<file path="src/rtl/serial_pattern_tx.sv">
// Serial pattern transmitter: sends a word MSB-first, repeated reps times,
// and flags every transmitted bit that completes a run of three equal bits.
module serial_pattern_tx #(
  parameter int WIDTH = 8,
  parameter int REP_W = 4
) (
  input  logic             clk,
  input  logic             rst,
  input  logic             start,
  input  logic [WIDTH-1:0] data,
  input  logic [REP_W-1:0] reps,
  output logic             ready,
  output logic             signal,
  output logic             sig_valid,
  output logic             done,
  output logic             run3
);

  localparam int CW = $clog2(WIDTH + 1);

  typedef enum logic [1:0] {IDLE, SHIFT, DONE} state_t;

  state_t           state, state_n;
  logic [WIDTH-1:0] word, word_n;
  logic [WIDTH-1:0] sh, sh_n;
  logic [REP_W-1:0] rep, rep_n;
  logic [CW-1:0]    cnt, cnt_n;
  logic [1:0]       hist, hist_n;
  logic [1:0]       fill, fill_n;
  logic [1:0]       hist_c, fill_c;
  logic             ready_n, signal_n, valid_n;
  logic             done_n, run3_n;
  logic             emit, bit_o;

  always_comb begin
    state_n  = state;
    word_n   = word;
    sh_n     = sh;
    rep_n    = rep;
    cnt_n    = cnt;
    hist_n   = hist;
    fill_n   = fill;
    hist_c   = hist;
    fill_c   = fill;
    ready_n  = 1'b0;
    signal_n = 1'b0;
    valid_n  = 1'b0;
    done_n   = 1'b0;
    run3_n   = 1'b0;
    emit     = 1'b0;
    bit_o    = 1'b0;
    unique case (state)
      IDLE: begin
        ready_n = 1'b1;
        if (start) begin
          ready_n = 1'b0;
          if (reps != '0) begin
            state_n = SHIFT;
            word_n  = data;
            sh_n    = {data[WIDTH-2:0], 1'b0};
            rep_n   = reps;
            cnt_n   = CW'(1);
            hist_c  = 2'b00;
            fill_c  = 2'd0;
            emit    = 1'b1;
            bit_o   = data[WIDTH-1];
          end else begin
            state_n = DONE;
            done_n  = 1'b1;
          end
        end
      end
      SHIFT: begin
        if (cnt == CW'(WIDTH)) begin
          // word boundary: reload for the next repetition or finish
          if (rep > REP_W'(1)) begin
            emit  = 1'b1;
            bit_o = word[WIDTH-1];
            sh_n  = {word[WIDTH-2:0], 1'b0};
            cnt_n = CW'(1);
            rep_n = rep - REP_W'(1);
          end else begin
            state_n = DONE;
            done_n  = 1'b1;
          end
        end else begin
          emit  = 1'b1;
          bit_o = sh[WIDTH-1];
          sh_n  = {sh[WIDTH-2:0], 1'b0};
          cnt_n = cnt + CW'(1);
        end
      end
      DONE: begin
        state_n = IDLE;
        ready_n = 1'b1;
      end
      default: state_n = IDLE;
    endcase
    if (emit) begin
      valid_n  = 1'b1;
      signal_n = bit_o;
      run3_n   = (fill_c == 2'd2) && (hist_c[0] == bit_o)
                 && (hist_c[1] == bit_o);
      hist_n   = {hist_c[0], bit_o};
      fill_n   = (fill_c == 2'd2) ? 2'd2 : fill_c + 2'd1;
    end
  end

  always_ff @(posedge clk) begin
    if (rst) begin
      state     <= IDLE;
      word      <= '0;
      sh        <= '0;
      rep       <= '0;
      cnt       <= '0;
      hist      <= 2'b00;
      fill      <= 2'd0;
      ready     <= 1'b1;
      signal    <= 1'b0;
      sig_valid <= 1'b0;
      done      <= 1'b0;
      run3      <= 1'b0;
    end else begin
      state     <= state_n;
      word      <= word_n;
      sh        <= sh_n;
      rep       <= rep_n;
      cnt       <= cnt_n;
      hist      <= hist_n;
      fill      <= fill_n;
      ready     <= ready_n;
      signal    <= signal_n;
      sig_valid <= valid_n;
      done      <= done_n;
      run3      <= run3_n;
    end
  end

endmodule

</file>
<file path="config.mk">
export PLATFORM = sky130hd
export DESIGN_NAME = serial_pattern_tx
export DESIGN_NICKNAME = d
export VERILOG_FILES = /design/src/rtl/serial_pattern_tx.sv
export SDC_FILE = /design/constraint.sdc
export NUM_CORES = 1
export LEC_CHECK = 0
export BUFFER_PORTS_ARGS = -buffer_cell sky130_fd_sc_hd__buf_2
export CORE_ASPECT_RATIO = 1.25
export CORE_UTILIZATION = 50
export CTS_CLUSTER_SIZE = 28
export DETAILED_ROUTE_END_ITERATION = 12
export GPL_TIMING_DRIVEN = 0
export PLACE_DENSITY = 0.74
export SETUP_SLACK_MARGIN = 0.2
export SLEW_MARGIN = 10
export SYNTH_ARGS = -nofsm -noshare
export SYNTH_HDL_FRONTEND = slang
export SYNTH_SLANG_ARGS = --single-unit
</file>
<file path="constraint.sdc">
create_clock -name clk -period 2.7 [get_ports clk]
set_clock_uncertainty 0.2 [all_clocks]
set_input_delay 0.54 -clock clk [delete_from_list [all_inputs] [get_ports clk]]
set_output_delay 0.54 -clock clk [all_outputs]
set_load 0.05 [all_outputs]
</file>
==> implementation parameters, run 1 <==
Parameter                              Value

Logic synthesis
  Cell types occupying the most area after synthesis    dfxtp_1 42%, a21oi_1 8.4%, nand2_1 7.4%, ha_1 4.7%, o211ai_1 3.7%
  Cell area after technology mapping    between 1500 and 2000 sq um
  Largest area contributor in the netlist    dfxtp_1
  Flip-flop and latch count after synthesis    34
  Synth cell types    35
  Post-Syn Nets    225
  Number of cells produced by synthesis    around 200
  Synthesized area per cell    7.91 sq um
  Predominant post-synthesis flop cell    dfxtp_1
  Top cell type's share of synthesized area    between 40 and 50%
  Ys Warns    0
  Number of flops mapped to enable cells by yosys    0
  Share of synthesized area occupied by flip-flops and latches    between 40% and 50%
  Synth async-reset ratio    0%

Timing
  Max transition margin    64.6%
  Maximum operating frequency    about 420 MHz
  Count of final max-slew check failures    0
  Pin slew with the least headroom to its limit    0.532 ns
  Unrepaired setup endpoints after global routing    true
  Final setup violation count    0
  Count of endpoints failing hold in the final timing report    0
  Share of the cycle needed by the critical path after routing    around nine tenths
  Fin Hold WS    about 0.24 ns
  Final critical path time including I/O delays and setup    2.38 ns

Worst hold path
  Tightest Hold Check Type    in -> reg

Layout
  Share of cells above drive strength 1    15.1%
  Signed area change from the synthesized netlist to the final layout    14.0%
  # fillers    290
  Area of the multi-input gates    roughly 840 sq um
  Number of cells in the finished layout apart from fillers    about 270
  Number of antenna cells inserted    0
  Final Net Count    roughly 250
  Area used by sequential logic in the layout    681 sq um

Detailed routing
  Total DRC errors in the routed layout    0
  WL/cell    13.4 um
  Violation count after the first detailed-route iteration    60
  Number of nets still failing antenna checks after routing    0
  Post-DR vias/cell    5.61
  Count of vias placed by the detailed router    around 1500
  DR pass1 iterations    4
  Routed wire length    ~3.6 mm

Floorplanning
  Starting density of the core    53.8%
  Die Height    65.5 um
  Count of pins on the block boundary    20
  Total core area    3000 sq um
  DIE WIDTH    52.8 um
  # rows    22
  Die Footprint    about 3500 sq um

Run status
  Outcome    finished clean

GRT
  Number of global-route vias before repair    about 1300
  Initial antenna violation count    0
  Overflow left after global routing    0
  Global-route wire length before repair    5.99 mm
  GRT Resource Usage Total    approximately 24%
  Pin count of the biggest net entering global routing    12

Place
  Number of buffers inserted by port buffering    18
  Half-perimeter wire length after detailed placement    approximately 2.5 mm
  Placed cells    roughly 260
  GP Congestion    about 0.80

Setup path
  Longest individual stage delay on the worst path    roughly 0.57 ns
  Most Frequent Cell on Critical Path    nand2_1
  Required arrival time at the worst endpoint    roughly 2.8 ns
  Chain of cells forming the critical path    buf_2 > or4_4 > nand2_1 > clkbuf_1 > nand2_1 > ha_1 > a211oi_1
  Maximum fanout encountered on the critical timing path    10
  Slowest CP cell    or4_4
  Crit path launch type    input port
  Arr. time, crit path    roughly 2.4 ns
  Crit path capture type    flop
  Classification of the worst setup path    in -> reg

Clock network
  Worst skew pair latency    around 0.33 ns
  Total number of H-tree levels    2
  Post-CTS Hold Fix Bufs    0
  Sinks on Clock Net    34
  Clock slew seen by the registers of the worst setup and hold paths    roughly 0.11 ns
  TritonCTS clock tree    yes
  Clock tree root buffer cell    clkbuf_4
  Maximum number of buffers from clock root to sink    2
  Number of buffers created by CTS    5

Power and ir drop
  Static Leakage    about 0.00073 uW
  Largest vdd supply drop    between 0.4 and 0.5 mV
  Power density cells    between 500 and 600 nW/um^2

Flow run
  Number of max-cap violations    0
cells in the final DEF (no fill, tap or decap), types with 2 or more instances in the layout:
| cell | count |
|---|---|
| nand3_1 | 2 |
| a21oi_1 | 26 |
| nor2b_1 | 3 |
| a211oi_1 | 5 |
| clkbuf_1 | 12 |
| inv_1 | 13 |
| nor2_1 | 15 |
| buf_2 | 20 |
| a311oi_1 | 2 |
| o211ai_1 | 8 |
| nor3_1 | 8 |
| o21ai_0 | 11 |
| dfxtp_1 | 34 |
| clkbuf_4 | 5 |
| mux2i_1 | 2 |
| nand2_1 | 32 |
| buf_4 | 2 |
| ha_1 | 6 |
| nor3b_1 | 2 |
| nand3b_1 | 2 |
cell usage after synthesis (2+ instances only):
master / count
dfxtp_1: 34
nand2_1: 32
a21oi_1: 27
nor2_1: 15
clkbuf_1: 13
inv_1: 13
o21ai_0: 11
nor3_1: 8
o211ai_1: 8
ha_1: 6
a211oi_1: 5
nor2b_1: 3
a311oi_1: 2
buf_2: 2
mux2i_1: 2
nand3_1: 2
nand3b_1: 2
nor3b_1: 2
through the flow:
stage / util, % / power, uW / area [sq um] / setup slack (ns) / setup TNS [ns]
6_report: 61.3 / 1090 / 1840 / 0.320 / 0
5_1_grt: 61.3 / 1160 / 1840 / 0.126 / 0
4_1_cts: 60.4 / 1090 / 1810 / 0.231 / 0
3_5_place_dp: 58.3 / 794 / 1750 / -0.0138 / -0.0138
3_3_place_gp: 58.3 / 791 / 1750 / -0.0153 / -0.0153
2_1_floorplan: - / 734 / 1610 / 0.330 / 0
cells by family after synthesis:
kind of cell	after synthesis	share of synthesized area (%)
AO/OA/AOI/OAI	62	24.1
flip-flops	34	42.2
AND/OR/NAND/NOR	71	20.6
adder cells (fa/ha/maj)	6	4.65
multiplexers	2	1.24
XOR/XNOR	1	0.543
buffers and inverters	28	6.67
worst paths after layout:
path | end | cells past startpoint | startpoint | slack (ns)
worst max-delay path | fill[1]$_SDFFE_PP0P_ | 7 | reps[1] | 0.32
worst min-delay path | word[5]$_SDFFE_PP0P_ | 3 | data[5] | 0.24
worst max register to register | fill[1]$_SDFFE_PP0P_ | 7 | state[0]$_SDFFE_PP0P_ | 0.36
worst min register to register | fill[0]$_SDFFE_PP0P_ | 2 | fill[0]$_SDFFE_PP0P_ | 0.26
power by group:
group / internal, uW / switching [uW]
logic: 84.7 / 143
clock network: 125 / 178
registers: 541 / 22.1
total: 751 / 343
final cells by class:
class                      instances  area share (%)
multi-input combinational        142            45.4
sequential                        34            37.0
timing repair buffer              20            5.71
buffer                            15            3.27
clock buffer                       6            2.79
inverter                          13            2.65
tap                               36            2.45
clock inverter                     2           0.680
worst max-delay path: cells and delay by family:
kind | cells | cell delay, ns
AOI/OAI and AO/OA | 1 | 0.19
and+or+nand+nor | 3 | 0.89
adders and majority gates | 1 | 0.31
buffers and inverters | 2 | 0.51
flip-flops by register name, summed over array words and instances (netlist names):
| name | count |
|---|---|
| hist | 2 |
| ready | 1 |
| cnt | 4 |
| fill | 2 |
| signal | 1 |
| rep | 4 |
| word | 8 |
| run3 | 1 |
| sig_valid | 1 |
| done | 1 |
| sh | 7 |
| state | 2 |
repair_timing:
item / in CTS / in global routing
hold endpoints to repair: 0 / 0
setup buffers: 0 / 2
endpoints found under the setup margin: 0 / 8
gates resized for setup: 0 / 4
metal layers:
metal  global-route usage (%)  routed length [um]
met5                        0                   0
met4                     8.22                  27
met3                     7.41                 192
met2                     39.4                1730
met1                     29.6                1650
Power figures use the tool's default switching activity.
==> run 2, diff against run 1 <==
- CTS_BUF_LIST: unset -> sky130_fd_sc_hd__clkbuf_2
==> run 2 against run 1 <==
  * Critical path type is now reg -> reg
  * Largest power group unchanged
  * Design area shrank 1.2%
  * Largest cell class unchanged
  * Count of clock-buffer cells in the layout shrank 1
  * Die area is the same
  * Critical endpoint unchanged
  * Critical path depth is the same
  * Cell count is the same
  * Register-to-register slack lost 0.05 ns
  * Utilization shrank 0.75 points
  * Clock power shrank 19%
==> implementation parameters, run 2 (synthesized netlist as in run 1, its figures left out) <==
Parameter                              Value

Run status
  Outcome    finished clean

Setup path
  Longest individual stage delay on the worst path    0.42 ns (-0.15 ns)
  Maximum fanout encountered on the critical timing path    10 (unchanged)
  Chain of cells forming the critical path    clkbuf_2 > nor3b_1 > nand2_1 > clkbuf_1 > and2_1 > ha_1 > a211oi_1
  Crit path launch type    flop
  Slowest CP cell    nor3b_1
  Arr. time, crit path    2.51 ns (+0.07 ns)
  Required arrival time at the worst endpoint    2.82 ns (+0.07 ns)
  Classification of the worst setup path    reg -> reg
  FF-to-FF path depth    7 (unchanged)
  Reg2reg start    state[0]$_SDFFE_PP0P_
  Worst setup slack for register-to-register paths    0.31 ns (-0.05 ns)
  Crit path capture type    flop
  Launch point of the critical path    state[0]$_SDFFE_PP0P_
  Endpoint of the most critical setup path    fill[1]$_SDFFE_PP0P_
  Worst r2r dst    fill[1]$_SDFFE_PP0P_

GRT
  Pin count of the biggest net entering global routing    12 (unchanged)
  Initial antenna violation count    0 (unchanged)
  GRT Resource Usage Total    24.2% (+0.047 points)
  Overflow left after global routing    0 (unchanged)
  Number of global-route vias before repair    1330 (+0.23%)
  Global-route wire length before repair    6.00 mm (+0.23%)

Layout
  # fillers    294 (+1.4%)
  Commonest non-fill, non-tap cell in the layout    dfxtp_1
  Max reg flops    8 (unchanged)
  Largest register by flop count    word
  Number of antenna cells inserted    0 (unchanged)
  Highest-count cells in the layout ignoring fill and taps    34 x dfxtp_1, 32 x nand2_1, 26 x a21oi_1
  Share of cells above drive strength 1    14.7% (-0.43 points)
  Total non-filler cell area in the finished layout    1820 sq um (-1.2%)
  Signed area change from the synthesized netlist to the final layout    12.6%
  Registers with the highest flip-flop counts    word (8), sh (7)
  Final Net Count    252 (unchanged)

Floorplanning
  # rows    22 (unchanged)
  Count of pins on the block boundary    20 (unchanged)
  Die Height    65.5 um (unchanged)
  Starting density of the core    53.8% (unchanged)
  Die Footprint    3460 sq um (unchanged)
  DIE WIDTH    52.8 um (unchanged)
  Total core area    3000 sq um (unchanged)

Timing
  Maximum operating frequency    418 MHz (-0.53%)
  Final critical path time including I/O delays and setup    2.39 ns (+0.0127 ns)
  Aggregate negative setup slack    0 ns (unchanged)
  Final setup violation count    0 (unchanged)
  Max transition margin    64.1% (-0.49 points)
  Share of the cycle needed by the critical path after routing    88.6% (+0.47 points)
  Count of endpoints failing hold in the final timing report    0 (unchanged)
  Count of final max-slew check failures    0 (unchanged)
  Unrepaired setup endpoints after global routing    true
  Pin slew with the least headroom to its limit    0.539 ns (+0.00733 ns)

Place
  GP Congestion    0.801 (unchanged)
  Number of buffers inserted by port buffering    18 (unchanged)
  Placed cell area    1750 sq um (unchanged)
  Half-perimeter wire length after detailed placement    2.50 mm (unchanged)

Power and ir drop
  Cell Int Power    685 uW (-8.7%)
  Relative contribution of sequential cells to total power    54.5% (+3.0 points)
  Net Sw Frac    33.7% (+2.4 points)
  Static Leakage    0.000724 uW (-1.1%)
  Clock network fraction of design power    23.6% (-4.1 points)
  Portion of total power attributed to combinational logic    21.9% (+1.1 points)
  Switching power total    349 uW (+1.8%)
  Power density cells    569 nW/um^2 (-4.3%)
  Largest vdd supply drop    0.420 mV (+2.8%)

Clock network
  Total number of H-tree levels    2 (unchanged)
  Clock tree root buffer cell    clkbuf_2
  Number of buffers created by CTS    5 (unchanged)
  TritonCTS clock tree    yes
  Post-CTS Hold Fix Bufs    0 (unchanged)
  Sinks on Clock Net    34 (unchanged)
  Clock slew seen by the registers of the worst setup and hold paths    0.19 ns (+0.08 ns)
  Maximum number of buffers from clock root to sink    2 (unchanged)
  Worst skew pair latency    0.39 ns (+0.06 ns)

Detailed routing
  Violation count after the first detailed-route iteration    46 (-23%)
  DR pass1 iterations    5 (+1)
  Total DRC errors in the routed layout    0 (unchanged)
  Post-DR vias/cell    5.62 (about the same)
  Routed wire length    3.59 mm (-0.36%)
  WL/cell    13.4 um (-0.36%)
  Number of nets still failing antenna checks after routing    0 (unchanged)
  Count of vias placed by the detailed router    1505 (+0.066%)

Flow run
  Number of max-cap violations    0 (unchanged)

Worst hold path
  Tightest Hold Check Type    in -> reg
[run 2: power groups by stage]
stage	clock (uW)	combinational [uW]	sequential, uW
finish	244	227	564
global route	270	254	570
CTS	245	220	563
detailed placement	0	219	574
global placement	0	217	574
floorplan	0	150	584
[run 2: worst max-delay path, delay by kind of cell, from the launching register on]
family,cells,cell delay [ns]
compound gates,1,0.19
fa+ha+maj,1,0.27
buf+inv,2,0.45
flops,1,0.34
simple gates,3,0.87
[run 2: area by class of cell]
| cell class | count | area (sq um) | area share (%) |
|---|---|---|---|
| multi-input cells | 142 | 836 | 46.0 |
| flip-flops and latches | 34 | 681 | 37.5 |
| repair buffers | 20 | 105 | 5.79 |
| plain buffers | 15 | 60.1 | 3.31 |
| inverters | 13 | 48.8 | 2.69 |
| well taps | 36 | 45.0 | 2.48 |
| clock buffers | 5 | 25.0 | 1.38 |
| clock inverters | 3 | 16.3 | 0.895 |
[run 2: metrics by stage]
step	utilization, %	std cells	setup slack (ns)	hold slack, ns	power [uW]
final	60.6	268	0.307	0.161	1030
after floorplan	-	204	0.330	0.231	734
after global placement	58.3	258	-0.0153	0.240	791
after detailed placement	58.3	258	-0.0138	0.244	794
after CTS	59.6	266	0.232	0.160	1030
after global routing	60.6	268	0.128	0.142	1090
[run 2: timing repair]
item	in CTS	in global routing
setup buffers	0	2
endpoints found under the setup margin	0	10
resized for setup	0	4
[run 2: worst min path at each step]
stage / startpoint / slack [ns] / cells after the start / end
6_report: data[5] / 0.16 / 3 / word[5]$_SDFFE_PP0P_
5_1_grt: data[1] / 0.14 / 3 / word[1]$_SDFFE_PP0P_
3_3_place_gp: sh[3]$_SDFFE_PP0P_ / 0.24 / 2 / sh[3]$_SDFFE_PP0P_
3_5_place_dp: sh[2]$_SDFFE_PP0P_ / 0.24 / 2 / sh[2]$_SDFFE_PP0P_
2_1_floorplan: sh[7]$_SDFFE_PP0P_ / 0.23 / 2 / sh[7]$_SDFFE_PP0P_
4_1_cts: data[4] / 0.16 / 3 / word[4]$_SDFFE_PP0P_
[run 2: layer usage]
| metal | vias to the layer above | part of all wire, % | GRT usage, % |
|---|---|---|---|
| met5 | - | 0 | 0 |
| met4 | 0 | 1.5 | 9.21 |
| met3 | 5 | 4.0 | 6.71 |
| met2 | 27 | 48 | 39.4 |
| met1 | 702 | 46 | 29.8 |
| li1 | 771 | - | - |
